<file path="config.mk">
export PLATFORM = sky130hd
export DESIGN_NAME = mem_access_unit
export DESIGN_NICKNAME = d
export VERILOG_FILES = /design/src/rtl/mem_access_unit_pkg.sv /design/src/rtl/mem_access_unit_lane_merge.sv /design/src/rtl/mem_access_unit.sv
export SDC_FILE = /design/constraint.sdc
export NUM_CORES = 1
export LEC_CHECK = 0
export CORE_ASPECT_RATIO = 1.25
export CORE_MARGIN = 2
export CORE_UTILIZATION = 40
export DETAILED_ROUTE_END_ITERATION = 10
export GPL_TIMING_DRIVEN = 0
export HOLD_SLACK_MARGIN = 0.06
export PLACE_DENSITY = 0.7
export SLEW_MARGIN = 15
export SYNTH_ARGS = -nofsm -noshare
export SYNTH_HDL_FRONTEND = slang
export SYNTH_SLANG_ARGS = --single-unit
</file>
<file path="constraint.sdc">
create_clock -name CLK -period 2.3 [get_ports CLK]
set_clock_uncertainty 0.1 [all_clocks]
set_input_delay 0.46 -clock CLK [delete_from_list [all_inputs] [get_ports CLK]]
set_output_delay 0.46 -clock CLK [all_outputs]
set_load 0.005 [all_outputs]
</file>
<file path="src/rtl/mem_access_unit_pkg.sv">
// rtl/mem_access_unit_pkg.sv - shared state encoding, size codes and defaults for mem_access_unit
//
// Contents:
//   state_t       FSM state encoding (IDLE=0, RD=1, WR=2, RESP=3)
//   SZ_*          request size codes (BYTE=0, HALF=1, WORD=2; 3 is illegal)
//   DEF_SIZE      default data/address width
//   DEF_NUMB      default memory depth in words
package mem_access_unit_pkg;

    typedef enum logic [1:0] {
        ST_IDLE = 2'd0,
        ST_RD   = 2'd1,
        ST_WR   = 2'd2,
        ST_RESP = 2'd3
    } state_t;

    localparam logic [1:0] SZ_BYTE = 2'd0;
    localparam logic [1:0] SZ_HALF = 2'd1;
    localparam logic [1:0] SZ_WORD = 2'd2;

    localparam int DEF_SIZE = 32;
    localparam int DEF_NUMB = 256;

endpackage

</file>
<file path="src/rtl/mem_access_unit_lane_merge.sv">
// rtl/mem_access_unit_lane_merge.sv - combinational lane insert (store) and extract/extend (load)
//
// Ports:
//   word_in    full memory word (RD sample for stores, live read data for loads)
//   sub_data   right-aligned store data
//   size       size code (byte/half/word)
//   sign       sign-extend sub-word loads
//   byte_off   byte offset within the word (addr[1:0])
//   merged     word_in with the selected lane replaced by sub_data
//   extracted  selected lane of word_in, right-aligned and extended
module lane_merge
    import mem_access_unit_pkg::*;
#(
    parameter int SIZE = DEF_SIZE
) (
    input  logic [SIZE-1:0] word_in,
    input  logic [SIZE-1:0] sub_data,
    input  logic [1:0]      size,
    input  logic            sign,
    input  logic [1:0]      byte_off,
    output logic [SIZE-1:0] merged,
    output logic [SIZE-1:0] extracted
);

    logic [5:0]      sh;
    logic [SIZE-1:0] lane_mask;
    logic [SIZE-1:0] shifted;

    always_comb begin
        sh        = '0;
        lane_mask = '1;
        case (size)
            SZ_BYTE: begin
                sh        = {1'b0, byte_off, 3'b000};
                lane_mask = SIZE'(8'hFF) << sh;
            end
            SZ_HALF: begin
                sh        = {1'b0, byte_off[1], 4'b0000};
                lane_mask = SIZE'(16'hFFFF) << sh;
            end
            default: begin
                // Word access: whole word, no shift.
            end
        endcase

        merged  = (word_in & ~lane_mask) | ((sub_data << sh) & lane_mask);
        shifted = word_in >> sh;

        case (size)
            SZ_BYTE: extracted = {{(SIZE-8){sign & shifted[7]}}, shifted[7:0]};
            SZ_HALF: extracted = {{(SIZE-16){sign & shifted[15]}}, shifted[15:0]};
            default: extracted = shifted;
        endcase
    end

endmodule

</file>
<file path="src/rtl/mem_access_unit.sv">
// rtl/mem_access_unit.sv - single-outstanding CPU load/store unit with sub-word read-modify-write
//
// Ports:
//   CLK, RST                 clock, synchronous active-high reset
//   req_valid/req_ready      request handshake (ready only in IDLE)
//   req_we, req_size,
//   req_sign, req_addr,
//   req_wdata                request fields, latched at accept
//   resp_valid               one-cycle response pulse
//   resp_rdata, resp_err     load result / rejection flag, zero outside resp_valid
//   mem_addr, mem_we,
//   mem_wdata, mem_rdata     word-indexed memory port; memory writes on the negedge
module mem_access_unit
    import mem_access_unit_pkg::*;
#(
    parameter int SIZE = DEF_SIZE,
    parameter int NUMB = DEF_NUMB
) (
    input  logic            CLK,
    input  logic            RST,
    input  logic            req_valid,
    output logic            req_ready,
    input  logic            req_we,
    input  logic [1:0]      req_size,
    input  logic            req_sign,
    input  logic [SIZE-1:0] req_addr,
    input  logic [SIZE-1:0] req_wdata,
    output logic            resp_valid,
    output logic [SIZE-1:0] resp_rdata,
    output logic            resp_err,
    output logic [SIZE-1:0] mem_addr,
    output logic            mem_we,
    output logic [SIZE-1:0] mem_wdata,
    input  logic [SIZE-1:0] mem_rdata
);

    state_t state, next_state;

    logic            lat_we;
    logic [1:0]      lat_size;
    logic            lat_sign;
    logic [SIZE-1:0] lat_addr;
    logic [SIZE-1:0] lat_wdata;
    logic [SIZE-1:0] rd_sample;
    logic            resp_err_q;
    logic [SIZE-1:0] resp_rdata_q;

    logic [SIZE-1:0] req_idx;
    logic            req_err;
    logic            accept;
    logic [SIZE-1:0] lane_word;
    logic [SIZE-1:0] merged;
    logic [SIZE-1:0] extracted;

    assign req_idx = req_addr >> 2;
    assign req_err = (req_size == 2'd3)
                  || (req_size == SZ_HALF && req_addr[0])
                  || (req_size == SZ_WORD && req_addr[1:0] != 2'b00)
                  || (req_idx >= SIZE'(NUMB));
    assign accept  = req_valid && (state == ST_IDLE);

    always_ff @(posedge CLK) begin
        if (RST) begin
            state <= ST_IDLE;
        end else begin
            state <= next_state;
        end
    end

    always_comb begin
        next_state = state;
        case (state)
            ST_IDLE: begin
                if (req_valid) begin
                    if (req_err) begin
                        next_state = ST_RESP;
                    end else if (req_we && req_size == SZ_WORD) begin
                        next_state = ST_WR;
                    end else begin
                        // Loads and sub-word stores both need the current word first.
                        next_state = ST_RD;
                    end
                end
            end
            ST_RD:   next_state = lat_we ? ST_WR : ST_RESP;
            ST_WR:   next_state = ST_RESP;
            ST_RESP: next_state = ST_IDLE;
            default: next_state = ST_IDLE;
        endcase
    end

    always_ff @(posedge CLK) begin
        if (RST) begin
            lat_we       <= 1'b0;
            lat_size     <= '0;
            lat_sign     <= 1'b0;
            lat_addr     <= '0;
            lat_wdata    <= '0;
            rd_sample    <= '0;
            resp_err_q   <= 1'b0;
            resp_rdata_q <= '0;
        end else begin
            if (accept) begin
                lat_we    <= req_we;
                lat_size  <= req_size;
                lat_sign  <= req_sign;
                lat_addr  <= req_addr;
                lat_wdata <= req_wdata;
            end
            if (state == ST_RD) begin
                rd_sample <= mem_rdata;
            end
            // Both response registers are only non-zero during the RESP cycle.
            resp_err_q   <= accept && req_err;
            resp_rdata_q <= (state == ST_RD && !lat_we) ? extracted : '0;
        end
    end

    // Stores merge into the RD snapshot; loads extract from live read data.
    assign lane_word = (state == ST_WR) ? rd_sample : mem_rdata;

    lane_merge #(
        .SIZE (SIZE)
    ) u_lane_merge (
        .word_in   (lane_word),
        .sub_data  (lat_wdata),
        .size      (lat_size),
        .sign      (lat_sign),
        .byte_off  (lat_addr[1:0]),
        .merged    (merged),
        .extracted (extracted)
    );

    assign req_ready  = (state == ST_IDLE);
    assign resp_valid = (state == ST_RESP);
    assign resp_err   = resp_err_q;
    assign resp_rdata = resp_rdata_q;

    // RST gates the write so a reset during WR suppresses the negedge commit.
    assign mem_we    = (state == ST_WR) && !RST;
    assign mem_addr  = (state == ST_RD || state == ST_WR) ? (lat_addr >> 2) : '0;
    assign mem_wdata = (state == ST_WR) ? merged : '0;

endmodule
</file>
==> impl_metrics.ini, run 1 <==
[yosys]
synth_seq_area_share_pct = 40.4
ys_ff_latch = 135
syn_avg_cell_area_sq_um = 8.96
synthAdderAreaFrac_pct = 0.748
yosys.area_share.xor_xnor_pct = 0
synth-main-ff-cell = dfxtp_1
synth-edff-count = 0
synthSimpleGateAreaFrac_pct = 19.5
ys_types = 42
synth_area_sq_um = 6690
yosys_warnings = 0
syn_inst = 747
synth.largest_area_cell = dfxtp_1
synth_top_family_by_area = multiplexers
muxShareOfSynthArea_pct = 20.5
synth_compound_area_share_pct = 13.6
synth-async-reset-ratio_pct = 0
synth_top_area_share_pct = 40.4
synthTopCellsByArea = dfxtp_1 (40%), nand2_1 (10%), mux2i_1 (10%)

[setup_path]
slowest_delay_ns = 0.37
critPathSlowestCell = dfxtp_4
path_cells = nor3b_4 -> buf_6 -> buf_12 -> buf_6 -> mux2i_2 -> nand2_1 -> o211a_1 -> buf_2
worstPathMaxFanout = 8
cp_common_cell = buf_6
required_ns = 1.74
cp-start-kind = register
end_kind = primary output
worst-setup-path-type = register to primary output
critPathArrivalTime_ns = 2.12

[clock_tree]
cts.sinks = 135
cts.clk_slew.worst_paths_ns = 0.06
postCtsHoldBufs = 0
htreeDepth = 4
clk_path_buf_depth = 2
cts_tree = yes
worst_skew_pair.late_latency_ns = 0.43
cts_buffers = 17
root_buffer = clkbuf_16

[finish]
final_common_cell = nand2_1
nNetsFinal = 1122
post-route-util_pct = 62.4
layout_common_cells = nand2_1 (175), clkdlybuf4s50_1 (136), dfxtp_1 (129)
drive_above_1_share_pct = 25.0
antenna_cells = 0
synthToLayoutAreaGrowth_pct = 51.7

[power_and_ir_drop]
switchingPower_mw = 3.79
power.internal_mw = 6.94
combPwrFrac_pct = 45.1
max-vdd-ir-drop_mv = 0.652
power.density_nw_per_um2 = 1060
switching_share_pct = 35.4
seq_power_share_pct = 29.5
leakagePower_nw = 4.03
clkPwrFrac_pct = 25.4

[detailed_routing]
dr.pass1.iters = 5
wl_mm = 23.2
ant_nets = 0
avgViaCountPerCell = 5.32
routedWlPerCell_microns = 18.7
vias = 6622
first_iter_violations = 515
drc_errors = 0

[global_route]
grt_max_degree = 17
gr-usage-all-layers_pct = 26.1
antenna_found_initial = 0
grt_pass1_wl_mm = 35.8
overflow = 0
grt_pass1_vias = 6622

[floorplanning]
rows = 52
die_y_microns = 149
ios = 203
dieArea_sq_um = 17800
die_w_microns = 120
start_util_pct = 41.1
coreArea_sq_um = 16300

[hold_path]
hp-class = register to register

[sta]
max_freq_ghz = 0.373
setup_ws_ns = -0.384
period_needed_ns = 2.68
hold_viol = 0
rsz0062_at_grt = true
tightestPinTransition_ns = 0.802
finalMaxSlewViolations = 0
max_slew_margin_pct = 46.5
final.setup.tns_ns = -8.88
post-route-period-util_pct = 117
setup-violations-final = 32

[job]
cap_violations = 0

[place]
gp_congestion = 0.904
port_buffers = 199
pre_cts_slack_ns = -0.934
dp_hpwl_mm = 16.8

[status]
status = finished, violations left
violations = setup timing
[kinds of logic (layout without fill, tap and decap cells)]
logic type / count (synthesis) / after routing
DFF: 135 / 135
AOI/OAI and AO/OA: 141 / 141
muxes: 98 / 98
and+or+nand+nor: 296 / 296
buffers and inverters: 72 / 352
adders and majority gates: 4 / 4
other: 1 / 2
[worst max-delay path: cells and delay by family (launching register included)]
family,cells,cell delay [ns]
flops,1,0.37
buf+inv,4,0.57
compound gates,1,0.13
mux,1,0.22
simple gates,2,0.38
[power groups by stage]
stage               sequential (mW)  combinational [mW]  clock, mW
CTS                            3.11                4.66       2.75
finish                         3.17                4.84       2.72
floorplan                      3.00                2.43          0
global route                   3.21                5.17       2.86
global placement               3.13                3.72          0
detailed placement             3.16                3.76          0
[registers in the layout (all words and copies together) (netlist names)]
| name | cells |
|---|---|
| rd_sample | 32 |
| lat_wdata | 32 |
| lat_sign | 1 |
| state | 2 |
| resp_err | 1 |
| resp_rdata | 32 |
| lat_we | 1 |
| lat_size | 2 |
| lat_addr | 32 |
[layout make-up]
cell class / count / area, sq um
Clock buffer: 21 / 470
Fill cell: 1380 / 6110
Clock inverter: 11 / 121
Inverter: 6 / 25.0
Multi-Input combinational cell: 541 / 3870
Tap cell: 216 / 270
Timing Repair Buffer: 256 / 2240
Buffer: 58 / 442
Sequential cell: 135 / 2720
[final timing paths]
path | slack [ns] | start | cells after the start | end
setup / recovery | -0.38 | lat_size[1] | 8 | mem_wdata[13]
hold / removal | 0.35 | lat_addr[12] | 2 | lat_addr[12]
setup reg to reg | 0.10 | state[1] | 9 | resp_rdata[30]
hold reg to reg | 0.35 | lat_addr[12] | 2 | lat_addr[12]
[layer usage]
metal  up-vias  global-route usage (%)  routed length, microns
li1       3127                       -                       -
met1      3075                    30.7                    9010
met2       328                    42.4                   10900
met3        92                    6.60                    1840
met4         0                    17.1                    1450
met5         -                       0                       0
[cell usage after synthesis, types with 9 or more instances]
cell type,count
a21oi_1,78
clkbuf_1,33
mux4_2,26
a22o_1,15
dfxtp_1,135
nor2_1,45
nand2_1,185
mux2i_1,67
and2_1,32
o221ai_1,9
nor2b_1,11
buf_2,14
[per-stage QoR]
step | power, mW | cells | area (sq um) | hold slack [ns]
finish | 10.7 | 1244 | 10200 | 0.349
global route | 11.2 | 1244 | 10200 | 0.367
CTS | 10.5 | 1243 | 10100 | 0.350
detailed placement | 6.91 | 1163 | 8960 | 0.343
global placement | 6.86 | 1163 | 8960 | 0.337
floorplan | 5.43 | 748 | 6700 | 0.332
[timing repair]
action / 4_1_cts / 5_1_grt
gates resized for setup: 290 / 90
setup endpoints to repair: 77 / 71
buffers inserted: 48 / 7
pin swaps: 31 / 27
hold endpoints to repair: 0 / 0
cloned: 3 / 1
(Power assumes the default switching activity.)
==> run 2, diff against run 1 <==
SETUP_SLACK_MARGIN = 0.3   (was not set)
==> impl_metrics.ini, run 2 (synthesized netlist as in run 1, its figures left out) <==
[floorplanning]
die_y_microns = 149
die_w_microns = 120
coreArea_sq_um = 16300
start_util_pct = 41.1
ios = 203
dieArea_sq_um = 17800
rows = 52

[detailed_routing]
first_iter_violations = 415
ant_nets = 0
wl_mm = 25.5
routedWlPerCell_microns = 19.7
drc_errors = 0
vias = 6985
dr.pass1.iters = 5
avgViaCountPerCell = 5.41

[finish]
nNetsFinal = 1171
drive_above_1_share_pct = 33.7
final_common_cell = nand2_1
antenna_cells = 0
synthToLayoutAreaGrowth_pct = 65.7
layout_common_cells = nand2_1 (178), clkdlybuf4s50_1 (134), dfxtp_1 (129)

[power_and_ir_drop]
leakagePower_nw = 4.44
total_power_mw = 12.7
clkPwrFrac_pct = 22.7
switching_share_pct = 34.0
combPwrFrac_pct = 52.4
power.internal_mw = 8.37
max-vdd-ir-drop_mv = 0.755
seq_power_share_pct = 25.0
power.density_nw_per_um2 = 1140
switchingPower_mw = 4.30

[global_route]
overflow = 0
gr-usage-all-layers_pct = 27.4
busiest_layer = met2
use_met2_pct = 48.2
grt_pass1_wl_mm = 37.0
grt_max_degree = 17
grt_pass1_vias = 6768
met3_usage_pct = 7.90
antenna_found_initial = 0
grt_use_met1_pct = 29.0

[setup_path]
required_ns = 1.74
cp-start-kind = register
worst-setup-path-type = register to primary output
critPathArrivalTime_ns = 2.26
worstPathMaxFanout = 7
worstRegToRegCells = 10
end_kind = primary output

[hold_path]
hp-class = register to register
holdPathStages = 2

[clock_tree]
postCtsHoldBufs = 0
worst_skew_pair.late_latency_ns = 0.43
clk_path_buf_depth = 2
root_buffer = clkbuf_16
cts.sinks = 135
cts.clk_slew.worst_paths_ns = 0.06
cts_tree = yes
cts_buffers = 17
htreeDepth = 4

[sta]
max_slew_margin_pct = 59.9
max_freq_ghz = 0.355
setup_ws_ns = -0.519
setup-violations-final = 53
rsz0062_at_grt = true
tightestPinTransition_ns = 0.601
finalMaxSlewViolations = 0
post-route-period-util_pct = 123
hold_viol = 0
period_needed_ns = 2.82

[place]
port_buffers = 199
dp_hpwl_mm = 17.0
pre_cts_slack_ns = -0.748
gp_congestion = 0.922

[status]
status = finished, violations left
violations = setup timing

[job]
cap_violations = 0
-- run 2: cell type report --
class / instances / area (sq um)
inverter: 6 / 27.5
clock buffer: 21 / 460
tap: 216 / 270
sequential: 135 / 2710
timing repair buffer: 297 / 2880
clock inverter: 9 / 150
fill: 1288 / 5180
buffer: 66 / 588
multi-input combinational: 541 / 4000
-- run 2: timing repair --
| action | CTS | global route |
|---|---|---|
| resized for setup | 470 | 71 |
| pin swaps | 54 | 44 |
| buffers inserted | 68 | 21 |
| cloned | 8 | 1 |
| endpoints found under the setup margin | 117 | 113 |
-- run 2: final timing paths --
check,start,to,slack [ns]
worst max register to register,state[1],resp_rdata[18],-0.02
worst min register to register,lat_addr[17],lat_addr[17],0.35
worst min-delay path,lat_addr[17],lat_addr[17],0.35
worst max-delay path,lat_size[1],mem_wdata[14],-0.52
-- run 2: per-stage QoR --
step | instance area, sq um | TNS, ns | instances | utilization (%) | hold slack, ns
4_1_cts | 10700 | -11.05 | 1269 | 65.7 | 0.350
3_5_place_dp | 9000 | -24.25 | 1163 | 55.4 | 0.342
2_1_floorplan | 6740 | 0 | 748 | - | 0.332
3_3_place_gp | 9000 | -24.11 | 1163 | 55.4 | 0.337
5_1_grt | 11100 | -16.83 | 1291 | 68.2 | 0.372
6_report | 11100 | -14.00 | 1291 | 68.2 | 0.352
-- run 2: worst max-delay path, stage by stage, from the launching register on --
cell,delay (ns)
dfxtp_2,0.31
buf_6,0.13
nor3b_4,0.27
buf_6,0.17
buf_6,0.12
buf_12,0.10
buf_16,0.11
mux2i_1,0.23
nand2_1,0.09
o211a_1,0.15
buf_2,0.14
-- run 2: power by group through the flow --
stage                     logic (mW)  clock network, mW  registers (mW)
final                           6.64               2.87            3.16
after global routing            6.99               2.99            3.20
after CTS                       5.75               2.89            3.11
after detailed placement        3.84                  0            3.14
after global placement          3.83                  0            3.13
after floorplan                 2.49                  0            3.01
-- run 2: layer usage --
layer / vias up / routed length [microns]
met3: 107 / 2420
met4: 0 / 1550
met5: - / 0
met2: 399 / 12600
li1: 3232 / -
met1: 3247 / 8880
==> run 3, diff against run 2 <==
clock period = 2.8 ns   (was 2.3 ns; I/O delays follow)
==> impl_metrics.ini, run 3 (synthesized netlist as in run 1, its figures left out) <==
[clock_tree]
cts.sinks = 135
htreeDepth = 4
root_buffer = clkbuf_16
cts_tree = yes
cts.clk_slew.worst_paths_ns = 0.06
postCtsHoldBufs = 0
clk_path_buf_depth = 2
cts_buffers = 17
worst_skew_pair.late_latency_ns = 0.42

[sta]
post-route-period-util_pct = 101
period_needed_ns = 2.82
finalMaxSlewViolations = 0
setup-violations-final = 6
max_slew_margin_pct = 44.4
setup_ws_ns = -0.0233
rsz0062_at_grt = true
max_freq_ghz = 0.354
hold_viol = 0
tightestPinTransition_ns = 0.834

[floorplanning]
ios = 203
coreArea_sq_um = 16300
rows = 52
die_y_microns = 149
start_util_pct = 41.1
die_w_microns = 120
dieArea_sq_um = 17800

[power_and_ir_drop]
max-vdd-ir-drop_mv = 0.464
combPwrFrac_pct = 45.6
power.internal_mw = 5.77
clkPwrFrac_pct = 25.2
leakagePower_nw = 4.11
seq_power_share_pct = 29.2
switchingPower_mw = 3.13
total_power_mw = 8.90
switching_share_pct = 35.2
power.density_nw_per_um2 = 868

[finish]
fin_area_sq_um = 10300
final_common_cell = nand2_1
layout_common_cells = nand2_1 (174), clkdlybuf4s50_1 (136), dfxtp_1 (129)
num-fill-cells = 1377
multi_input_area_sq_um = 3810
nNetsFinal = 1131
antenna_cells = 0
post-route-util_pct = 63.0
synthToLayoutAreaGrowth_pct = 53.2
ff_latch_area_sq_um = 2710
drive_above_1_share_pct = 22.8

[setup_path]
end_kind = primary output
r2r-start = state[0]
rrSetupSlack_ns = 0.46
cp-start-kind = register
worstPathMaxFanout = 7
r2r-end = resp_rdata[30]
required_ns = 2.14
worstRegToRegCells = 10
worst-setup-path-type = register to primary output
critPathArrivalTime_ns = 2.16

[hold_path]
holdPathEnd = lat_addr[12]
holdPathStages = 2
hp-start = lat_addr[12]
hp-class = register to register

[detailed_routing]
wl_mm = 23.4
ant_nets = 0
first_iter_violations = 578
dr.pass1.iters = 5
vias = 6671
avgViaCountPerCell = 5.32
drc_errors = 0
routedWlPerCell_microns = 18.6

[global_route]
use_met2_pct = 42.3
grt_pass1_wl_mm = 35.6
gr-usage-all-layers_pct = 25.9
busiest_layer = met2
grt_max_degree = 17
overflow = 0
grt_use_met1_pct = 30.7
antenna_found_initial = 0
grt_pass1_vias = 6550
met3_usage_pct = 6.21

[place]
port_buffers = 199
place_area_sq_um = 8960
dp_hpwl_mm = 16.8
gp_congestion = 0.904

[status]
violations = setup timing
status = finished, violations left

[job]
cap_violations = 0
run 3: changes by cell type in the layout (fill, tap and decap cells not counted), moves of 9 or more:
cell,change
dlygate4sd2_1,+27
buf_6,-75
o221ai_2,-9
and2_4,-29
and2_1,+29
o221ai_1,+9
run 3: timing repair:
action,4_1_cts,5_1_grt
setup endpoints to repair,63,51
resized for setup,282,30
setup buffers,39,13
gates cloned,5,1
pin swaps,34,25
run 3: metrics by stage:
step	cells	hold slack, ns	TNS, ns	worst slack (ns)
final	1253	0.349	-0.0801	-0.0233
after global routing	1253	0.367	-1.06	-0.106
after CTS	1239	0.350	-0.0178	-0.0174
after detailed placement	1163	0.343	-11.38	-0.534
after global placement	1163	0.337	-11.20	-0.567
after floorplan	748	0.332	0	0.570
run 3: how the worst max path moves through the flow:
stage                     start             to  slack [ns]  depth (start not counted)
floorplan              state[0]  mem_wdata[10]        0.57                          7
global placement       state[0]   mem_wdata[6]       -0.57                          8
detailed placement     state[0]   mem_wdata[6]       -0.53                          8
CTS                 lat_size[1]  mem_wdata[29]       -0.02                          8
global route        lat_size[1]  mem_wdata[27]       -0.11                          9
finish              lat_size[1]  mem_wdata[21]       -0.02                          9
run 3: area by class of cell:
cell class                      count  share of cell area, %
Tap cell                          216                   2.64
Timing Repair Buffer              257                   22.7
Inverter                            6                  0.244
Sequential cell                   135                   26.5
Buffer                             66                   5.03
Clock buffer                       21                   4.59
Clock inverter                     11                   1.18
Multi-Input combinational cell    541                   37.2
run 3: per-layer routing:
metal | wire, microns | part of all wire [%]
met1 | 9110 | 39
met2 | 11200 | 48
met3 | 2010 | 8.6
met4 | 1060 | 4.5
met5 | 0 | 0
run 3: worst max-delay path: stages, from the launching register on:
cell     delay (ns)
dfxtp_2        0.31
buf_6          0.13
nor3b_4        0.28
buf_6          0.16
buf_8          0.13
buf_6          0.10
mux2i_1        0.17
o21ai_1        0.11
a22o_1         0.22
buf_2          0.13
run 3: power groups by stage:
stage                     Sequential (mW)  Combinational (mW)  Clock [mW]
final                                2.60                4.06        2.24
after global routing                 2.63                4.32        2.35
after CTS                            2.56                3.77        2.26
after detailed placement             2.59                3.09           0
after global placement               2.57                3.06           0
after floorplan                      2.47                1.99           0
